$ cat config.mk
export PLATFORM = sky130hd
export DESIGN_NAME = uart_rx_cfg
export DESIGN_NICKNAME = d
export VERILOG_FILES = /design/src/rtl/uart_rx_cfg.sv
export SDC_FILE = /design/constraint.sdc
export NUM_CORES = 1
export LEC_CHECK = 0
export ABC_AREA = 1
export CORE_ASPECT_RATIO = 0.5
export CORE_MARGIN = 2
export CORE_UTILIZATION = 68
export DETAILED_ROUTE_END_ITERATION = 12
export DONT_BUFFER_PORTS = 1
export PLACE_DENSITY_LB_ADDON = 0.15
export SKIP_LAST_GASP = 1
export SLEW_MARGIN = 20
export SYNTH_ARGS = -nofsm -noshare
export SYNTH_HDL_FRONTEND = slang
export SYNTH_SLANG_ARGS = --single-unit
$ cat constraint.sdc
create_clock -name clk -period 5.3 [get_ports clk]
set_input_delay 0.53 -clock clk [delete_from_list [all_inputs] [get_ports clk]]
set_output_delay 0.53 -clock clk [all_outputs]
set_load 0.005 [all_outputs]
$ cat src/rtl/uart_rx_cfg.sv
`default_nettype none
// ============================================================================
// Module : uart_rx_cfg
// Brief  : Oversampling UART receiver with per-frame format capture and a
//          first-word-fall-through FIFO of status-tagged entries.
// Rev    : 1.0  initial release
// ============================================================================
module uart_rx_cfg #(
  parameter int DATA_W     = 8,
  parameter int OVERSAMPLE = 16,
  parameter int FIFO_DEPTH = 4
) (
  input  logic                          clk,
  input  logic                          rst_n,
  input  logic                          enable,
  input  logic                          baud_tick,
  input  logic                          rx,
  input  logic [1:0]                    cfg_data_bits,
  input  logic [1:0]                    cfg_parity,
  input  logic                          cfg_stop2,
  output logic [DATA_W-1:0]             m_data,
  output logic                          m_parity_err,
  output logic                          m_frame_err,
  output logic                          m_break,
  output logic                          m_valid,
  input  logic                          m_ready,
  output logic [$clog2(FIFO_DEPTH):0]   fifo_level,
  output logic                          overrun,
  input  logic                          clear_overrun
);

  localparam int c_aw = $clog2(FIFO_DEPTH);
  localparam int c_lw = c_aw + 1;
  localparam int c_cw = $clog2(OVERSAMPLE) + 1;
  localparam int c_iw = $clog2(DATA_W) + 1;
  localparam int c_ew = DATA_W + 3;
  localparam logic [c_cw-1:0] c_half_last = c_cw'(OVERSAMPLE / 2 - 1);
  localparam logic [c_cw-1:0] c_bit_last  = c_cw'(OVERSAMPLE - 1);
  localparam logic [c_lw-1:0] c_full      = c_lw'(FIFO_DEPTH);

  typedef enum logic [2:0] {
    S_IDLE   = 3'd0,
    S_START  = 3'd1,
    S_DATA   = 3'd2,
    S_PARITY = 3'd3,
    S_STOP   = 3'd4
  } state_t;

  state_t            r_state;
  logic [2:0]        r_sync;
  logic [c_cw-1:0]   r_cnt;
  logic [c_iw-1:0]   r_bit;
  logic [c_iw-1:0]   r_nbits;
  logic [1:0]        r_pmode;
  logic              r_stop2;
  logic [DATA_W-1:0] r_shift;
  logic              r_par;
  logic              r_zero;
  logic              r_perr;
  logic              r_ferr;
  logic              r_stop_idx;
  logic              r_brk;

  logic [c_ew-1:0]   r_mem [FIFO_DEPTH];
  logic [c_aw-1:0]   r_wptr;
  logic [c_aw-1:0]   r_rptr;
  logic [c_lw-1:0]   r_level;
  logic              r_overrun;

  logic              w_rx;
  logic              w_cnt_hit;
  logic              w_has_par;
  logic              w_is_brk;
  logic              w_push;
  logic              w_pop;
  logic              w_full;
  logic              w_wr;
  logic              w_drop;
  logic [c_ew-1:0]   w_entry;
  logic [c_ew-1:0]   w_head;

  always_ff @(posedge clk or negedge rst_n) begin
    if (!rst_n) r_sync <= 3'b111;
    else        r_sync <= {r_sync[1:0], rx};
  end

  assign w_rx      = (r_sync[0] & r_sync[1]) | (r_sync[1] & r_sync[2]) | (r_sync[0] & r_sync[2]);
  assign w_cnt_hit = (r_cnt == c_bit_last);
  assign w_has_par = (r_pmode == 2'd1) || (r_pmode == 2'd2);
  // Break is decided on the first stop sample only; it also ends the frame.
  assign w_is_brk  = r_zero && !w_rx && !r_stop_idx;
  assign w_push    = enable && baud_tick && (r_state == S_STOP) && !r_brk && w_cnt_hit &&
                     (w_is_brk || !r_stop2 || r_stop_idx);
  assign w_entry   = w_is_brk ? {3'b110, {DATA_W{1'b0}}}
                              : {1'b0, r_ferr | !w_rx, r_perr, r_shift};

  always_ff @(posedge clk or negedge rst_n) begin
    if (!rst_n) begin
      r_state    <= S_IDLE;
      r_cnt      <= '0;
      r_bit      <= '0;
      r_nbits    <= '0;
      r_pmode    <= '0;
      r_stop2    <= 1'b0;
      r_shift    <= '0;
      r_par      <= 1'b0;
      r_zero     <= 1'b0;
      r_perr     <= 1'b0;
      r_ferr     <= 1'b0;
      r_stop_idx <= 1'b0;
      r_brk      <= 1'b0;
    end else if (!enable) begin
      r_state <= S_IDLE;
      r_cnt   <= '0;
      r_brk   <= 1'b0;
    end else if (baud_tick) begin
      case (r_state)
        S_IDLE: begin
          if (!w_rx) begin
            r_state <= S_START;
            r_cnt   <= '0;
            r_nbits <= c_iw'(cfg_data_bits) + c_iw'(5);
            r_pmode <= cfg_parity;
            r_stop2 <= cfg_stop2;
          end
        end
        S_START: begin
          if (r_cnt == c_half_last) begin
            r_cnt <= '0;
            if (w_rx) begin
              r_state <= S_IDLE;
            end else begin
              r_state    <= S_DATA;
              r_bit      <= '0;
              r_shift    <= '0;
              r_par      <= 1'b0;
              r_zero     <= 1'b1;
              r_perr     <= 1'b0;
              r_ferr     <= 1'b0;
              r_stop_idx <= 1'b0;
              r_brk      <= 1'b0;
            end
          end else begin
            r_cnt <= r_cnt + c_cw'(1);
          end
        end
        S_DATA: begin
          if (w_cnt_hit) begin
            r_cnt                    <= '0;
            r_shift[r_bit[c_iw-2:0]] <= w_rx;
            r_par                    <= r_par ^ w_rx;
            r_zero                   <= r_zero & !w_rx;
            if (r_bit == r_nbits - c_iw'(1)) r_state <= w_has_par ? S_PARITY : S_STOP;
            else                             r_bit   <= r_bit + c_iw'(1);
          end else begin
            r_cnt <= r_cnt + c_cw'(1);
          end
        end
        S_PARITY: begin
          if (w_cnt_hit) begin
            r_cnt   <= '0;
            r_perr  <= (r_pmode == 2'd1) ? (r_par ^ w_rx) : !(r_par ^ w_rx);
            r_zero  <= r_zero & !w_rx;
            r_state <= S_STOP;
          end else begin
            r_cnt <= r_cnt + c_cw'(1);
          end
        end
        S_STOP: begin
          if (r_brk) begin
            if (w_rx) r_state <= S_IDLE;
          end else if (w_cnt_hit) begin
            r_cnt <= '0;
            if (w_is_brk) begin
              r_brk <= 1'b1;
            end else if (r_stop2 && !r_stop_idx) begin
              r_stop_idx <= 1'b1;
              r_ferr     <= !w_rx;
            end else begin
              r_state <= S_IDLE;
            end
          end else begin
            r_cnt <= r_cnt + c_cw'(1);
          end
        end
        default: r_state <= S_IDLE;
      endcase
    end
  end

  assign w_pop  = m_valid && m_ready;
  assign w_full = (r_level == c_full);
  // A full FIFO still takes a push when the head leaves in the same cycle.
  assign w_wr   = w_push && (!w_full || w_pop);
  assign w_drop = w_push && w_full && !w_pop;

  always_ff @(posedge clk) begin
    if (w_wr) r_mem[r_wptr] <= w_entry;
  end

  always_ff @(posedge clk or negedge rst_n) begin
    if (!rst_n) begin
      r_wptr    <= '0;
      r_rptr    <= '0;
      r_level   <= '0;
      r_overrun <= 1'b0;
    end else if (!enable) begin
      r_wptr    <= '0;
      r_rptr    <= '0;
      r_level   <= '0;
      r_overrun <= 1'b0;
    end else begin
      if (w_wr)  r_wptr <= r_wptr + c_aw'(1);
      if (w_pop) r_rptr <= r_rptr + c_aw'(1);
      case ({w_wr, w_pop})
        2'b10:   r_level <= r_level + c_lw'(1);
        2'b01:   r_level <= r_level - c_lw'(1);
        default: r_level <= r_level;
      endcase
      if (w_drop)             r_overrun <= 1'b1;
      else if (clear_overrun) r_overrun <= 1'b0;
    end
  end

  assign w_head       = r_mem[r_rptr];
  assign m_valid      = (r_level != '0);
  assign m_data       = m_valid ? w_head[DATA_W-1:0] : '0;
  assign m_parity_err = m_valid & w_head[DATA_W];
  assign m_frame_err  = m_valid & w_head[DATA_W+1];
  assign m_break      = m_valid & w_head[DATA_W+2];
  assign fifo_level   = r_level;
  assign overrun      = r_overrun;

endmodule
`default_nettype wire

-- After elaboration in Yosys (flattened, before gate mapping)
Memory sizes are Yosys's and may differ from the RTL's.
Cells that the tools add are included.
- bits in registers: 44
- RAM bits: 44
- output and inout port bits: 16
- logic and storage cells: 195
- memories: 1
- $add $sub $neg: 8
- order comparisons: 2
- equal/unequal tests: 40
- muxes and demuxes: 74
- bitwise operators: 12
- reductions and logical operators: 40
- memory list (memory ; depth ; width ; read ports ; clocked after Yosys merged registers in ; write ports ; RTL line ; text):
    r_mem ; 4 ; 11 ; 1 ; 0 ; 1 ; 64 ; logic [c_ew-1:0] r_mem [FIFO_DEPTH];
- operators by type and width (cell ; count):
    3-bit two-way mux ; 14
    8-bit two-way mux ; 4
    5-bit two-way mux ; 6
    1-bit two-way mux ; 27
    3-bit inequality test, second input constant ; 7
    5-bit one-hot mux with 4 select lines ; 1
    6-bit AND reduction ; 3
    4-bit two-way mux ; 4
    2-bit inequality test, second input constant ; 8
    4-bit inequality test, second input constant ; 4
    8-bit one-hot mux with 2 select lines ; 1
    3-bit one-hot mux with 5 select lines ; 1
    1-bit logical AND ; 13
    1-bit one-hot mux with 2 select lines ; 6
    4-bit AND reduction ; 3
    11-bit two-way mux ; 1
    2-bit two-way mux ; 5
    2-bit by 1-bit inequality test with 1-bit output, second input constant ; 5
    10-bit AND reduction ; 1
    3-bit by 1-bit inequality test with 1-bit output, second input constant ; 3
    9-bit AND reduction ; 1
    8-bit bitwise mux ; 1
    4-bit one-hot mux with 2 select lines ; 1
    2-bit nonzero test ; 4
    other kinds (30) ; 52

-- Logic depth before layout (Yosys ltp)
Gate-level depths: netlist of run 1.
- depth after elaboration: 13
- gate-level depth with buffers: 15
- mapped depth without buffers: 15

-- Worst setup path before layout of run 1
Ideal clock, no wire load.
- path type: flip-flop to flip-flop
- start point: reg r_cnt[0]
- end point: mem r_mem[0][0] in the netlist's numbering (enable)
- setup time: 378 ps
- arrival: 1786 ps
- setup slack: 3136 ps
- stages on the path, launching flop included: 9
- period minus slack after synthesis: 2164 ps
- path through: dfrtp_1 ha_1 nand2_1 nor2_1 ha_1 nand2_1 nor2_2 o211ai_2 nor2_1
- longest elaborated chain between the ends: 6
- ends and longest elaborated chain (element ; RTL line ; text):
    start, declared ; 51 ; logic [c_cw-1:0] r_cnt;
    start signal, assigned ; 144 ; r_cnt <= r_cnt + c_cw'(1);
    start signal, assigned ; 156 ; r_cnt <= r_cnt + c_cw'(1);
    start signal, assigned ; 166 ; r_cnt <= r_cnt + c_cw'(1);
    5-bit by 4-bit equality test with 1-bit output ; 88 ; assign w_cnt_hit = (r_cnt == c_bit_last);
    1-bit logical AND (2 in series) ; 92 ; assign w_push = enable && baud_tick && (r_state == S_STOP) && !r_brk && w_cnt_hit &&
    1-bit logical AND ; 194 ; assign w_wr = w_push && (!w_full || w_pop);
    1-bit two-way mux ; 198 ; if (w_wr) r_mem[r_wptr] <= w_entry;
    1-bit two-way mux (implied by the code) ; 198 ;
    end, declared ; 64 ;
No other way between the ends.

-- Final worst setup path of run 1
- start point: reg r_rptr[0]
- end point: out m_data[4]
- longest elaborated chain between the ends: 2
- ends and longest elaborated chain (element ; RTL line ; text):
    start, declared ; 66 ; logic [c_aw-1:0] r_rptr;
    start signal, assigned ; 214 ; if (w_pop) r_rptr <= r_rptr + c_aw'(1);
    memory read 4 x 11 bit ; - ;
    8-bit two-way mux ; 227 ; assign m_data = m_valid ? w_head[DATA_W-1:0] : '0;
    end, declared ; 21 ; output logic [DATA_W-1:0] m_data,
No other way between the ends.

==> qor.yml, run 1 <==
placed_cell_area_um2: 4700
synth_top_flop_cell: "edfxtp_1"
syn-instance-count: 531
grt_setup_unrepaired: "no"
path_cells: "inv_1 -> o21ai_0 -> a21oi_1"
grt_antenna_before_repair: 0
routed_via_density: 5.547
drc_errors: 0
swShare: 0.3688
grt_pass1_vias: 3187
hold_viol: 0
seq_area_frac_synth: 0.5210
final_area_um2: 5024
ir_drop_mv: 0.3120
finalCriticalPeriod_ps: 2763
die_h_um: 62.52
crit_buf_inv: 1
layout_setup_ws_ps: 2537
switching_power_uw: 796.9
clock-root-buffer: "clkbuf_16"
clk_pin_slew_ps: 60
grt_pass1_wl_um: 15160
start_util: 0.7005
timing.rr.end: "r_mem[1][4]"
reg2reg_depth: 8
p_per_area_nw_per_um2: 430.2
required_ps: 4770
ys_seq_elements: 88
synth_edf_count: 44
r2r-start: "r_cnt[1]"
critPathLaunchType: "register"
status: "finished clean"
ioPinCount: 28
overflow: 0
worst_path_largest_cell_delay_ps: 840
routed_wl_um: 8760
firstDrtPassIters: 5
syn_nets: 555
fin_crit_sh: 0.5214
critPathKind: "reg -> out"
cts_sinks: 88
synth_area_per_cell_um2: 8.770
ys_types: 42
seqPwrFrac: 0.409
clockPowerShare: 0.293
tns_ps: 0
portBuffers: 0
routedWlPerCell_um: 14.02
cts.repair.resized: 0
place.gp.congestion: 0.8299
p_leak_nw: 2.147
internal-power_mw: 1.364
core_area_um2: 6648
report.final.slew_viol_count: 0
fillers: 467
startpoint: "r_rptr[0]"
diodes: 0
path_max_fanout: 24
cts_buffers: 9
grt_use_total: 0.2600
cts_buffer_depth: 2
cp_top_family: "flip-flops"
nets: 552
fin_worst_skew_ps: 4.524
post-place-ws_ps: 2768
netlist_area_um2: 4657
yosysWarnings: 0
grt_start_max_net_pins: 42
dieArea_um2: 7567
async_reset_ff_frac: 0.5000
worstSetupEndpointType: "primary output"
slowest_stage: "dfrtp_1"
area_delta_synth_final_pct: 7.872
fp.dieW_um: 121.0
vias: 3467
cts_tree: "done"
hold_path_class: "in -> async"
cts_max_level: 3
maxSlewHeadroom: 0.4001
rrSetupSlack_ps: 2770
drtIter0Drc: 251
max_freq_mhz: 361.9
layout-drive-gt1-share: 0.1144
postRouteAntennaNets: 0
finalSetupViolCount: 0
dp_hpwl_um: 6121
arrival_ps: 2230
rows: 21
clk_latency_ps: 340
tightest_slew_ps: 896.5
maxCapViolCount: 0
p_comb_frac: 0.297
-- Yosys cell counts, types with 7 or more instances --
library cell | count | area (µm²)
ha_1 | 11 | 137.6
nor3_1 | 9 | 45.04
nand3_1 | 23 | 115.1
inv_2 | 7 | 26.28
clkbuf_1 | 7 | 26.28
nand2_2 | 9 | 56.30
nand4_1 | 10 | 62.56
a21oi_1 | 21 | 105.1
nand2_1 | 101 | 379.1
inv_1 | 59 | 221.5
dfrtp_1 | 41 | 1026
o21ai_1 | 10 | 50.05
nor2_1 | 83 | 311.6
o21ai_0 | 47 | 235.2
edfxtp_1 | 44 | 1321
-- power groups by stage --
| stage | logic (mW) | registers [mW] | clock network (mW) |
|---|---|---|---|
| floorplan | 0.543 | 0.852 | 0 |
| global placement | 0.608 | 0.891 | 0 |
| detailed placement | 0.624 | 0.895 | 0 |
| CTS | 0.639 | 0.882 | 0.643 |
| global route | 0.739 | 0.896 | 0.675 |
| finish | 0.642 | 0.884 | 0.634 |
-- repair_timing --
action / 4_1_cts / 5_1_grt
endpoints found under the hold margin: 41 / 0
hold buffers: 1 / 0
setup buffers: 0 / 0
-- worst max-delay path by stage --
stage | endpoint | slack (ps) | depth (start not counted)
after floorplan | r_mem[0][0] | 3140 | 8
after global placement | r_mem[0][1] | 2810 | 8
after detailed placement | r_mem[0][4] | 2770 | 8
after CTS | m_data[6] | 2580 | 3
after global routing | m_data[6] | 2380 | 3
final | m_data[4] | 2540 | 3
-- worst register-to-register path: cells and delay by family, from the launching register on --
kind | cells | cell delay, ps
adder cells (fa/ha/maj) | 2 | 380
flip-flops | 1 | 380
AO/OA/AOI/OAI | 1 | 200
AND/OR/NAND/NOR | 5 | 1200
-- area by class of cell --
type | instances | area, µm² | area share
tap | 92 | 115.1 | 0.02291
multi-input combinational | 361 | 1904 | 0.3791
clock inverter | 7 | 78.83 | 0.01569
sequential | 88 | 2426 | 0.4829
timing repair buffer | 1 | 20.02 | 0.003985
inverter | 67 | 254.0 | 0.05056
clock buffer | 9 | 225.2 | 0.04483
-- per-layer routing --
metal | track usage | share of wire | up-vias
li1 | - | - | 1749
met1 | 0.3761 | 0.51 | 1618
met2 | 0.3876 | 0.43 | 82
met3 | 0.06661 | 0.048 | 18
met4 | 0.08721 | 0.016 | 0
met5 | 0 | 0 | -
-- sequential cells by signal, indices dropped and copies added (netlist names), 2 cells and up --
name,count
r_rptr,2
fifo_level,3
r_bit,4
r_sync,3
r_state,3
r_wptr,2
r_shift,8
r_nbits,4
r_pmode,2
r_mem,44
r_cnt,5
-- metrics by stage --
| stage | std cells | power [mW] | hold slack (ps) | util |
|---|---|---|---|---|
| after detailed placement | 608 | 1.520 | 235.1 | 0.7069 |
| after global placement | 608 | 1.499 | 235.3 | 0.7069 |
| after CTS | 625 | 2.165 | 13.29 | 0.7557 |
| after floorplan | 531 | 1.395 | 234.4 | - |
| final | 625 | 2.161 | 16.45 | 0.7557 |
| after global routing | 625 | 2.310 | 5.691 | 0.7557 |
-- cells in the final DEF, fill, tap and decap left out, types with 2 or more instances in the layout --
master      Yosys  final
nand4_2         2      2
edfxtp_1       44     44
nand4_1        10     10
xor2_1          3      3
nor2_2          3      3
inv_1          59     59
o21ai_1        10     10
nor2_1         83     83
nand2_2         9      9
clkbuf_16       0      9
nand3_1        23     23
o21a_1          2      2
clkinvlp_4      0      2
o21ai_0        47     47
ha_1           11     11
a31oi_4         2      2
nor3_1          9      9
or2_2           2      2
inv_2           7      7
nand3_2         4      4
nand2_1       101    101
xnor2_1         2      2
nand3_4         3      3
dfrtp_1        41     41
a21oi_1        21     21
dfstp_2         3      3
o21ai_2         2      2
-- cell families (layout without fill, tap and decap cells) --
family	Yosys count	count (layout)	synth area share
buffers and inverters	82	84	0.07013
and+or+nand+nor	255	255	0.2558
AOI/OAI and AO/OA	89	89	0.1099
adders and majority gates	12	12	0.03385
DFF	88	88	0.5210
xor gates and xnor gates	5	5	0.009405
Power figures use the tool's default switching activity.
==> run 2: changes to the inputs <==
--- a/config.mk
+++ b/config.mk
@@ -8,7 +8,7 @@
 export ABC_AREA = 1
 export CORE_ASPECT_RATIO = 0.5
 export CORE_MARGIN = 2
-export CORE_UTILIZATION = 68
+export CORE_UTILIZATION = 57
 export DETAILED_ROUTE_END_ITERATION = 12
 export DONT_BUFFER_PORTS = 1
 export PLACE_DENSITY_LB_ADDON = 0.15
==> constraint.sdc (replaced) <==
create_clock -name clk -period 2.4 [get_ports clk]
set_input_delay 0.24 -clock clk [delete_from_list [all_inputs] [get_ports clk]]
set_output_delay 0.24 -clock clk [all_outputs]
set_load 0.005 [all_outputs]
==> run 2 against run 1 <==
First-iteration DRC count is 9.2% lower. Routed wire length increased by 6.0%. Core utilization shrank 11 points. Register-to-register slack worse by 2600 ps. Final cell count rose by 4.6%. Highest routed layer unchanged. Count of clock-buffer cells in the layout grew 1. Worst setup slack worse by 2400 ps. Power grew 120%. Critical path depth up 12. Largest cell class unchanged. Clock power grew 110%.
==> qor.yml, run 2 (synthesis results as in run 1) <==
cts_max_level: 3  # unchanged
vias: 3503  # was 3467
clock-root-buffer: "clkbuf_16"  # unchanged
layout-drive-gt1-share: 0.1292  # was 0.1144
die_h_um: 67.92  # was 62.52 µm
maxCapViolCount: 0  # unchanged
rows: 23  # was 21
critPathLaunchType: "register"  # unchanged
fin_worst_skew_ps: 6.183  # was 4.524 ps
finalSetupViolCount: 0  # unchanged
portBuffers: 0  # unchanged
dp_hpwl_um: 6414  # was 6121 µm
grt_pass1_wl_um: 15500  # was 15160 µm
drc_errors: 0  # unchanged
largest_reg_flops: 44  # unchanged
p_total_mw: 4.732  # was 2.161 mW
placed_cell_area_um2: 4770  # was 4700 µm²
overflow: 0  # unchanged
routedWlPerCell_um: 14.20  # was 14.02 µm
postRouteAntennaNets: 0  # unchanged
path_max_fanout: 5  # was 24
grt_antenna_before_repair: 0  # unchanged
maxSlewHeadroom: 0.5927  # was 0.4001
ir_drop_mv: 0.4344  # was 0.3120 mV
routed_via_density: 5.356  # was 5.547
finalCriticalPeriod_ps: 2233
fin_util: 0.6432  # was 0.7557
grt_pass1_vias: 3246  # was 3187
cts_buffer_depth: 2  # unchanged
largest_register: "r_mem"  # unchanged
start_util: 0.5842  # was 0.7005
final_common_cell: "nand2_1"  # unchanged
tns_ps: 0  # unchanged
top_regs: "r_mem: 44 flops, r_shift: 8 flops, r_cnt: 5 flops"  # unchanged
firstDrtPassIters: 6  # was 5
area_delta_synth_final_pct: 10.10  # was 7.872%
grt_use_total: 0.2231  # was 0.2600
worstSetupEndpointType: "register"  # was primary output
hold_depth: 2
report.final.slew_viol_count: 0  # unchanged
tightest_slew_ps: 610.3  # was 896.5 ps
arrival_ps: 2470  # was 2230 ps
clk_latency_ps: 340  # about the same
clk_pin_slew_ps: 70  # was 60 ps
core_area_um2: 7971  # was 6648 µm²
max_freq_mhz: 447.8
cts_tree: "done"  # unchanged
routed_wl_um: 9289  # was 8760 µm
status: "finished clean"  # unchanged
cts_buffers: 9  # unchanged
nets: 561  # was 552
fin_crit_sh: 0.9305
hold_viol: 0  # unchanged
place.gp.congestion: 0.8556  # was 0.8299
critPathKind: "reg -> reg"  # was reg -> out
cts_sinks: 88  # unchanged
dieArea_um2: 8953  # was 7567 µm²
mostFrequentLayoutCells: "nand2_1, nor2_1, inv_1"  # unchanged
drtIter0Drc: 228  # was 251
cts_setup_buffers: 0  # unchanged
required_ps: 2640  # was 4770 ps
final_area_um2: 5127  # was 5024 µm²
grt_setup_unrepaired: "no"  # unchanged
reg2reg_depth: 15  # was 8
p_leak_nw: 2.186  # was 2.147 nW
ioPinCount: 28  # unchanged
hold_path_class: "in -> reg"  # was in -> async
diodes: 0  # unchanged
p_per_area_nw_per_um2: 922.9  # was 430.2 nW/µm²
fp.dieW_um: 131.8  # was 121.0 µm
grt_start_max_net_pins: 45  # was 42
run 2: cell types whose count changed in the layout (fill, tap and decap cells not counted), sizes merged:
| cell | previous run | this run |
|---|---|---|
| bufinv | 1 | 0 |
| inv | 69 | 70 |
| clkinvlp | 2 | 1 |
| buf | 1 | 7 |
| clkbuf | 9 | 10 |
| dlygate4sd3 | 0 | 3 |
run 2: routing by layer:
metal	routed length, µm	GRT usage	part of all wire	up-vias
met3	420	0.04815	0.045	20
met2	4128	0.3678	0.44	89
met4	130	0.07473	0.014	0
li1	-	-	-	1760
met1	4609	0.3014	0.50	1634
met5	0	0	0	-
run 2: layout make-up:
class                      count  area (µm²)
sequential                    88        2426
clock inverter                 6       51.30
timing repair buffer          10       102.6
tap                          112       140.1
inverter                      67       254.0
fill                         675        2844
clock buffer                  10       229.0
multi-input combinational    361        1924
run 2: critical path, stage by stage (launching register included):
cell,delay [ps]
dfrtp_1,400
ha_1,220
nand2_1,100
nor2_2,50
ha_2,180
nand2_1,100
nor2_4,60
nand2_2,100
nand2_4,80
fa_2,340
xor2_1,190
inv_1,60
nand2_1,70
nand2_1,60
nand3_1,80
nand2_1,50
run 2: stage by stage:
| stage | setup slack, ps | hold WS, ps | std cells |
|---|---|---|---|
| after global placement | 192.0 | -54.75 | 634 |
| after CTS | 88.59 | 8.979 | 654 |
| final | 166.9 | 13.88 | 654 |
| after global routing | 2.186 | 23.05 | 654 |
| after detailed placement | 114.9 | -55.03 | 634 |
| after floorplan | 235.8 | -55.59 | 531 |
run 2: power by group:
group | internal (mW) | switching, mW | leakage (nW)
clock network | 0.717 | 0.606 | 0.134
logic | 0.463 | 1.03 | 1.13
registers | 1.75 | 0.166 | 0.925
run 2: final timing paths:
kind | from | end | slack (ps)
max | r_cnt[0] | fifo_level[2] | 170
min | enable | r_brk | 10
max reg2reg | r_cnt[0] | fifo_level[2] | 170
min reg2reg | r_sync[1] | r_sync[2] | 380
max in group asynchronous | rst_n | r_sync[0] | 1720
min in group asynchronous | rst_n | r_bit[0] | 420
run 2: what timing repair did:
action                     in CTS  in global routing
gates resized for setup         0                  6
hold endpoints to repair       46                  0
setup endpoints to repair       0                  2
hold buffers                    4                  0
